### config.mk
export PLATFORM = sky130hd
export DESIGN_NAME = timer_ctrl
export DESIGN_NICKNAME = d
export VERILOG_FILES = /design/src/rtl/timer_ctrl.sv
export SDC_FILE = /design/constraint.sdc
export NUM_CORES = 1
export LEC_CHECK = 0
export CAP_MARGIN = 30
export CORE_ASPECT_RATIO = 0.75
export CORE_MARGIN = 1
export CORE_UTILIZATION = 30
export CTS_CLUSTER_DIAMETER = 60
export DETAILED_ROUTE_END_ITERATION = 12
export PLACE_DENSITY = 0.45
export SYNTH_ARGS = -nofsm -noshare
export SYNTH_HDL_FRONTEND = slang
export SYNTH_SLANG_ARGS = --single-unit
### constraint.sdc
create_clock -name clk -period 2.2 [get_ports clk]
set_input_delay 0.33 -clock clk [delete_from_list [all_inputs] [get_ports clk]]
set_output_delay 0.33 -clock clk [all_outputs]
set_load 0.005 [all_outputs]
### src/rtl/timer_ctrl.sv
// -----------------------------------------------------------------------------
// timer_ctrl
// Sequencing controller for a countdown timer: arms a round (IDLE), collects
// +30 s lap pulses (SET), strobes the countdown at 1 Hz (RUN), optionally
// pauses (PAUSE) and raises an alarm after expiry (DONE).
//
// Build option:
//   TIMER_CTRL_PAUSE_EN  defined   -> pause_btn port and PAUSE state exist
//                        undefined -> no pause_btn, code 3 is illegal
//
// Ports:
//   clk         in   system clock, rising edge
//   nrst        in   synchronous active-low reset
//   start_btn   in   start / confirm button (synchronized)
//   add_btn     in   add-time button (synchronized)
//   pause_btn   in   pause / resume button (synchronized, option only)
//   rst_btn     in   abort-round button (synchronized)
//   time_up     in   expiry flag from the countdown timer
//   enable_dec  out  countdown enable level
//   enable_in   out  increment enable level
//   clk_div     out  one-cycle 1 Hz decrement strobe
//   lap         out  one-cycle add-30 pulse
//   clear       out  timer clear level
//   state       out  current FSM state code
//   alarm       out  expiry alarm level
//
// state | meaning
// ------+-----------------------------------------------
// 0 IDLE  | timer cleared, waiting for start
// 1 SET   | accepting add presses (up to MAX_ADDS)
// 2 RUN   | counting down, 1 Hz strobe active
// 3 PAUSE | countdown frozen, prescaler held
// 4 DONE  | expired, alarm for ALARM_SECS seconds
// -----------------------------------------------------------------------------
module timer_ctrl #(
    parameter int CLK_HZ     = 10000000,
    parameter int MAX_ADDS   = 20,
    parameter int ALARM_SECS = 3
) (
    input  logic       clk,
    input  logic       nrst,
    input  logic       start_btn,
    input  logic       add_btn,
`ifdef TIMER_CTRL_PAUSE_EN
    input  logic       pause_btn,
`endif
    input  logic       rst_btn,
    input  logic       time_up,
    output logic       enable_dec,
    output logic       enable_in,
    output logic       clk_div,
    output logic       lap,
    output logic       clear,
    output logic [2:0] state,
    output logic       alarm
);

    localparam int PW  = (CLK_HZ > 1)     ? $clog2(CLK_HZ)       : 1;
    localparam int AW  = (MAX_ADDS > 0)   ? $clog2(MAX_ADDS + 1) : 1;
    localparam int ALW = (ALARM_SECS > 0) ? $clog2(ALARM_SECS + 1) : 1;

    localparam logic [PW-1:0]  PRE_TC  = PW'(CLK_HZ - 1);
    localparam logic [AW-1:0]  ADD_MAX = AW'(MAX_ADDS);
    localparam logic [ALW-1:0] ALM_MAX = ALW'(ALARM_SECS);

    localparam logic [2:0] S_IDLE  = 3'd0;
    localparam logic [2:0] S_SET   = 3'd1;
    localparam logic [2:0] S_RUN   = 3'd2;
    localparam logic [2:0] S_PAUSE = 3'd3;
    localparam logic [2:0] S_DONE  = 3'd4;

    logic [2:0]     r_state;
    logic [2:0]     w_next;
    logic [AW-1:0]  r_add_cnt;
    logic [PW-1:0]  r_presc;
    logic [ALW-1:0] r_alm_cnt;

    // r_armed masks the first cycle after reset so a button held through
    // reset release is not seen as a fresh press.
    logic r_armed;
    logic r_start_q, r_add_q, r_rst_q;
    logic w_start_e, w_add_e, w_rst_e;
`ifdef TIMER_CTRL_PAUSE_EN
    logic r_pause_q;
    logic w_pause_e;
    assign w_pause_e = r_armed & pause_btn & ~r_pause_q;
`endif

    assign w_start_e = r_armed & start_btn & ~r_start_q;
    assign w_add_e   = r_armed & add_btn   & ~r_add_q;
    assign w_rst_e   = r_armed & rst_btn   & ~r_rst_q;

    logic w_clear, w_en_in, w_en_dec, w_lap, w_clk_div, w_alarm;
    logic r_clear, r_en_in, r_en_dec, r_lap, r_clk_div, r_alarm;

    // State register
    always_ff @(posedge clk) begin
        if (!nrst) r_state <= S_IDLE;
        else       r_state <= w_next;
    end

    // Next-state logic: rst_btn > time_up > pause > start/add
    always_comb begin
        w_next = r_state;
        if (w_rst_e) begin
            w_next = S_IDLE;
        end else begin
            case (r_state)
                S_IDLE:  if (w_start_e) w_next = S_SET;
                S_SET:   if (w_start_e && (r_add_cnt != '0)) w_next = S_RUN;
                S_RUN: begin
                    if (time_up) w_next = S_DONE;
`ifdef TIMER_CTRL_PAUSE_EN
                    else if (w_pause_e) w_next = S_PAUSE;
`endif
                end
`ifdef TIMER_CTRL_PAUSE_EN
                S_PAUSE: if (w_pause_e) w_next = S_RUN;
`endif
                S_DONE:  if (w_start_e) w_next = S_IDLE;
                default: w_next = S_IDLE;
            endcase
        end
    end

    // Output logic (registered below)
    always_comb begin
        w_clear   = (r_state == S_IDLE);
        w_en_in   = (r_state == S_SET);
        w_en_dec  = (r_state == S_RUN);
        // Start wins over add when both land in the same SET cycle.
        w_lap     = (r_state == S_SET) && (w_next == S_SET) && w_add_e &&
                    (r_add_cnt < ADD_MAX);
        // No strobe in the cycle RUN is left.
        w_clk_div = (r_state == S_RUN) && (w_next == S_RUN) &&
                    (r_presc == PRE_TC);
        w_alarm   = (r_state == S_DONE) && (w_next == S_DONE) &&
                    (r_alm_cnt < ALM_MAX);
    end

    // Edge history, counters and output registers
    always_ff @(posedge clk) begin
        if (!nrst) begin
            r_armed   <= 1'b0;
            r_start_q <= 1'b0;
            r_add_q   <= 1'b0;
            r_rst_q   <= 1'b0;
`ifdef TIMER_CTRL_PAUSE_EN
            r_pause_q <= 1'b0;
`endif
            r_add_cnt <= '0;
            r_presc   <= '0;
            r_alm_cnt <= '0;
            r_clear   <= 1'b1;
            r_en_in   <= 1'b0;
            r_en_dec  <= 1'b0;
            r_lap     <= 1'b0;
            r_clk_div <= 1'b0;
            r_alarm   <= 1'b0;
        end else begin
            r_armed   <= 1'b1;
            r_start_q <= start_btn;
            r_add_q   <= add_btn;
            r_rst_q   <= rst_btn;
`ifdef TIMER_CTRL_PAUSE_EN
            r_pause_q <= pause_btn;
`endif
            if ((r_state == S_IDLE) || (w_next == S_IDLE))
                r_add_cnt <= '0;
            else if (w_lap)
                r_add_cnt <= r_add_cnt + AW'(1);

            // Prescaler holds through PAUSE and on the RUN->PAUSE cycle so
            // resume continues the interrupted second.
            if (w_rst_e ||
                ((r_state == S_SET) && (w_next == S_RUN)) ||
                ((r_state != S_DONE) && (w_next == S_DONE)))
                r_presc <= '0;
            else if (((r_state == S_RUN)  && (w_next == S_RUN)) ||
                     ((r_state == S_DONE) && (w_next == S_DONE)))
                r_presc <= (r_presc == PRE_TC) ? '0 : r_presc + PW'(1);

            if ((r_state != S_DONE) || (w_next != S_DONE))
                r_alm_cnt <= '0;
            else if ((r_presc == PRE_TC) && (r_alm_cnt < ALM_MAX))
                r_alm_cnt <= r_alm_cnt + ALW'(1);

            r_clear   <= w_clear;
            r_en_in   <= w_en_in;
            r_en_dec  <= w_en_dec;
            r_lap     <= w_lap;
            r_clk_div <= w_clk_div;
            r_alarm   <= w_alarm;
        end
    end

    assign state      = r_state;
    assign clear      = r_clear;
    assign enable_in  = r_en_in;
    assign enable_dec = r_en_dec;
    assign lap        = r_lap;
    assign clk_div    = r_clk_div;
    assign alarm      = r_alarm;

endmodule
==> results.tsv, run 1 <==
metric	value	unit
CP required	2440	ps
Final min period	2010	ps
Yosys cell types	39	
reg2reg setup slack	190	ps
Final Hold Violating Endpoints	0	
Final Setup Violations	0	
Slew @ Worst Pin	472	ps
highest-count cells in the layout ignoring fill and taps	dfxtp_1, nor2_1, xnor2_1	
Post-DP HPWL	3350	um
Final #Nets	265	
Seq cells post-synth	44	
Reg-to-Reg Start	state[1]	
Post-synth ARST share	0	
Final Wtd Congestion	0.748	
cts bufs inserted	5	
Worst setup EP type	register	
Syn Area/Cell	8.92	um2
DR DRC count	4	
starting density of the core	0.319	
final setup skew	8.55	ps
Worst Min Path Start	r_presc[1]	
share of cells above drive strength 1	0.0977	
vias in the first global route	1489	
routed vias/inst	5.03	
R2R depth	5	
clock buffer depth	2	
relative slew slack	0.684	
Total Wirelength	4630	um
later-pin clock latency in the skew report	300	ps
Die X	98.1	um
Ys Warns	0	
dominant synthesized flop cell	dfxtp_1	
post-route setup slack	194	ps
max-slew violation count	0	
overall power	1.51	mW
Core ar.	0.00651	mm2
Root Driver	clkbuf_8	
Startpoint Class	register	
Worst Path Max Fanout	11	
Pwr Density	607	mW/mm2
Tcrit/Tclk final	0.912	
CTS tree	built	
initial DRC count	91	
ant diodes	0	
cells after synthesis	233	
WP data arrival	2250	ps
initial antenna violation count	0	
status	finished with violations	
most common cell after layout, fill and taps aside	dfxtp_1	
Place WS	-95.7	ps
die height	74.1	um
Detailed Routing Iterations Pass 1	9	
EDFF count, synth	0	
syn_nets	243	
wire per inst	13.8	um
global-route wire length before repair	7820	um
post-route ant nets	0	
Sink Count	44	
All-Layer GR Usage	0.139	
largest net degree at the start of global routing	24	
Hold Path Depth	2	
Fmax	499	MHz
Max H-tree Level	2	
leakage power	0.789	nW
Max Cap Viol	0	
RSZ-0062 raised after global routing	false	
# rows	25	
Worst-path clk slew	90	ps
Post-Syn Area	0.00208	mm2
grt ovf	0	
CP Class	reg2reg	
die area	0.00727	mm2
r2r endpoint	r_presc[17]	
Top Ports	15	
Port Buf Inserts	14	
maximum VDD drop	0.364	mV
P&R area growth vs syn	19.6	%
failing checks	DRC	
Hold Crit Endpoint	r_presc[1]	
Hold Path Class	reg2reg	
Vias	1696	
post-synthesis sequential area ratio	0.424	
[area by class of cell]
class	instances	area (um2)
tap	81	101
timing repair buffer	26	243
sequential	44	881
multi-input combinational	175	1140
clock inverter	3	42.5
clock buffer	5	68.8
fill	685	4020
inverter	3	11.3
[worst max-delay path by stage]
stage                            start      endpoint  cells after the start
after floorplan               state[2]    r_presc[7]                      8
after global placement         rst_btn  r_add_cnt[3]                      8
after detailed placement       rst_btn  r_add_cnt[4]                      8
after CTS                 r_add_cnt[0]  r_add_cnt[4]                      8
after global routing        r_presc[0]    r_presc[1]                      7
final                         state[1]   r_presc[17]                      5
[sequential cells by signal (all words and copies together), names as in the netlist]
| signal | count |
|---|---|
| clk_div | 1 |
| r_add_q | 1 |
| r_alm_cnt | 2 |
| lap | 1 |
| r_add_cnt | 5 |
| enable_dec | 1 |
| alarm | 1 |
| state | 3 |
| r_armed | 1 |
| r_presc | 24 |
| enable_in | 1 |
| r_rst_q | 1 |
| clear | 1 |
| r_start_q | 1 |
[worst max-delay path, cell delays in order (launching register included)]
cell	delay, ps
dfxtp_1	360
nor3b_1	430
a32oi_1	160
or3_4	450
or4_1	410
a21oi_1	140
[stage by stage]
stage | setup TNS, ps | instance area, um2 | hold WS, ps | utilization | cells
final | 0 | 2480 | 503 | 0.382 | 337
after detailed placement | -599 | 2360 | 492 | 0.363 | 329
after global placement | -687 | 2360 | 482 | 0.363 | 329
after global routing | 0 | 2480 | 537 | 0.382 | 337
after CTS | 0 | 2470 | 507 | 0.380 | 337
after floorplan | 0 | 2080 | 358 | - | 233
[cells by family after synthesis]
logic type	share of synthesized area
AO/OA/AOI/OAI	0.0674
XOR/XNOR	0.0927
adder cells (fa/ha/maj)	0.0295
buffers and inverters	0.0343
flip-flops	0.424
multiplexers	0.00963
AND/OR/NAND/NOR	0.343
[metal layers]
layer	GRT usage	part of all wire
met1	0.217	0.60
met5	0	0
met2	0.181	0.36
met3	0.0348	0.038
met4	0.0404	0.0095
[synth_stat cells (2+ instances only)]
cell type | instances | area (um2)
nor4_1 | 8 | 50.1
a21oi_1 | 9 | 45.0
inv_1 | 3 | 11.3
o21ai_0 | 6 | 30.0
nor3b_1 | 5 | 37.5
nor2_1 | 30 | 113
nor4b_1 | 11 | 96.3
clkbuf_1 | 6 | 22.5
xnor2_1 | 20 | 175
and2_1 | 10 | 62.6
dfxtp_1 | 44 | 881
nor3_1 | 7 | 35.0
nand4_1 | 9 | 56.3
or3_1 | 6 | 37.5
and3b_1 | 3 | 26.3
xor2_1 | 2 | 17.5
nand3b_1 | 3 | 22.5
nand2_1 | 14 | 52.6
buf_6 | 2 | 22.5
or4_1 | 3 | 22.5
nand3_1 | 8 | 40.0
and4_1 | 2 | 17.5
buf_2 | 2 | 10.0
ha_1 | 4 | 50.1
mux2i_1 | 2 | 20.0
[power breakdown]
group	switching, mW	total [mW]	internal [mW]
clock network	0.299	0.635	0.336
logic	0.0339	0.0668	0.0329
registers	0.00341	0.805	0.802
total	0.336	1.51	1.17
[repair_timing]
action | 4_1_cts | 5_1_grt
setup endpoints to repair | 0 | 8
gates resized for setup | 0 | 3
endpoints found under the hold margin | 0 | 0
buffers inserted | 0 | 0
hold buffers | 0 | 0
(Power assumes the default switching activity.)
==> run 2: changes to the inputs <==
REMOVE_ABC_BUFFERS = 1   (was default)
SETUP_SLACK_MARGIN = 0.4   (was default)
==> results.tsv, run 2 (synthesized netlist as in run 1, its figures left out) <==
metric	value	unit	change
status	finished with violations		unchanged
failing checks	DRC		unchanged
Clk pwr share	0.365		was 0.421
Root Driver	clkbuf_8		unchanged
ant diodes	0		unchanged
multi-input logic area	0.00134	mm2	was 0.00114 mm2
CP Class	reg2reg		unchanged
P&R area growth vs syn	42.1	%	was 19.6%
Final #Nets	291		was 265
Final min period	1950	ps	was 2010 ps
Slew @ Worst Pin	337	ps	was 472 ps
Total Wirelength	5170	um	was 4630 um
FF/Latch Area	910	um2	was 881 um2
die height	74.1	um	unchanged
combinational share of power	0.078		was 0.044
maximum VDD drop	0.299	mV	was 0.364 mV
CP required	2380	ps	was 2440 ps
Worst Path Max Fanout	7		was 11
clock buffer depth	2		unchanged
CTS tree	built		unchanged
All-Layer GR Usage	0.146		was 0.139
Final Wtd Congestion	0.815		was 0.748
final setup skew	6.87	ps	was 8.55 ps
setup TNS	0	ps	unchanged
Pwr Density	487	mW/mm2	was 607 mW/mm2
Top Ports	15		unchanged
metal3 WL	276	um	was 175 um
leakage power	0.974	nW	was 0.789 nW
largest net degree at the start of global routing	20		was 24
overall power	1.44	mW	was 1.51 mW
grt ovf	0		unchanged
starting density of the core	0.319		unchanged
routed length on met1	2830	um	was 2760 um
Sw Share	0.223		about the same
Startpoint Class	register		unchanged
Post-DP HPWL	3500	um	was 3350 um
vias in the first global route	1622		was 1489
Vias	1827		was 1696
Die X	98.1	um	unchanged
Final Hold Violating Endpoints	0		unchanged
Fmax	512	MHz	was 499 MHz
cts bufs inserted	5		unchanged
Tcrit/Tclk final	0.887		was 0.912
Worst setup EP type	register		unchanged
Hold Path Class	in2reg		was reg2reg
die area	0.00727	mm2	unchanged
most common cell after layout, fill and taps aside	dfxtp_1		unchanged
routed vias/inst	5.03		about the same
max-slew violation count	0		unchanged
later-pin clock latency in the skew report	290	ps	was 300 ps
Core ar.	0.00651	mm2	unchanged
highest-count cells in the layout ignoring fill and taps	dfxtp_1, buf_4, nor2_1		was dfxtp_1, nor2_1, xnor2_1
net switching power figure	0.321	mW	was 0.336 mW
global-route wire length before repair	8250	um	was 7820 um
Max H-tree Level	2		unchanged
post-route ant nets	0		unchanged
Detailed Routing Iterations Pass 1	8		was 9
Most flops, register	r_presc		unchanged
relative slew slack	0.775		was 0.684
RSZ-0062 raised after global routing	true		was false
Max Cap Viol	0		unchanged
post-route setup slack	248	ps	was 194 ps
Fillers	639		was 685
sequential power share	0.557		was 0.534
Place WS	-60.8	ps	was -95.7 ps
Port Buf Inserts	14		unchanged
wire per inst	14.2	um	was 13.8 um
Worst-path clk slew	80	ps	was 90 ps
DP Area	0.00243	mm2	was 0.00236 mm2
DR DRC count	2		was 4
DR WL met2	2040	um	was 1650 um
max FFs per register	24		unchanged
WP data arrival	2140	ps	was 2250 ps
final std cell area, no fill	0.00295	mm2	was 0.00248 mm2
post-layout util	0.454		was 0.382
Final Setup Violations	0		unchanged
share of cells above drive strength 1	0.333		was 0.0977
initial DRC count	89		was 91
top routing layer in use	met4		unchanged
Int Pwr	1.12	mW	was 1.17 mW
# rows	25		unchanged
initial antenna violation count	0		unchanged
Sink Count	44		unchanged
## run 2: critical path, stage by stage, from the launching register on
cell and delay [ps]:
dfxtp_4 370, maj3_2 340, or2_4 250, buf_8 140
o2111a_2 280, o31ai_4 70, buf_4 150, buf_6 100
buf_16 110, nor2_1 40
## run 2: worst paths after layout
kind | from | to | slack, ps | cells after the start
worst min register to register | r_alm_cnt[1] | r_alm_cnt[1] | 510 | 2
worst min-delay path | rst_btn | r_rst_q | 310 | 2
worst max register to register | state[0] | r_presc[20] | 250 | 9
worst max-delay path | state[0] | r_presc[20] | 250 | 9
## run 2: layer usage
layer | track usage | up-vias
met2 | 0.202 | 47
met1 | 0.224 | 844
met5 | 0 | -
met3 | 0.0348 | 2
met4 | 0.0354 | 0
li1 | - | 934
## run 2: metrics by stage
| step | hold WS, ps | std cells |
|---|---|---|
| floorplan | 358 | 222 |
| global placement | 481 | 336 |
| detailed placement | 485 | 336 |
| CTS | 518 | 356 |
| global route | 329 | 363 |
| finish | 314 | 363 |
## run 2: final cells by class
type	instances	area share
repair buffers	51	0.171
clock buffers	8	0.0305
inverters	3	0.00381
multi-input cells	176	0.453
well taps	81	0.0343
flip-flops and latches	44	0.308
## run 2: power by group through the flow
stage	clock, mW	combinational [mW]	sequential (mW)
floorplan	0	0.0269	0.824
global placement	0	0.0740	0.825
detailed placement	0	0.0738	0.825
CTS	0.548	0.105	0.806
global route	0.582	0.119	0.802
finish	0.525	0.113	0.800
## run 2: timing repair
item,4_1_cts,5_1_grt
resized for setup,34,34
endpoints found under the setup margin,31,32
hold buffers,0,0
cloned,2,1
pin swaps,18,6
buffers inserted,10,6
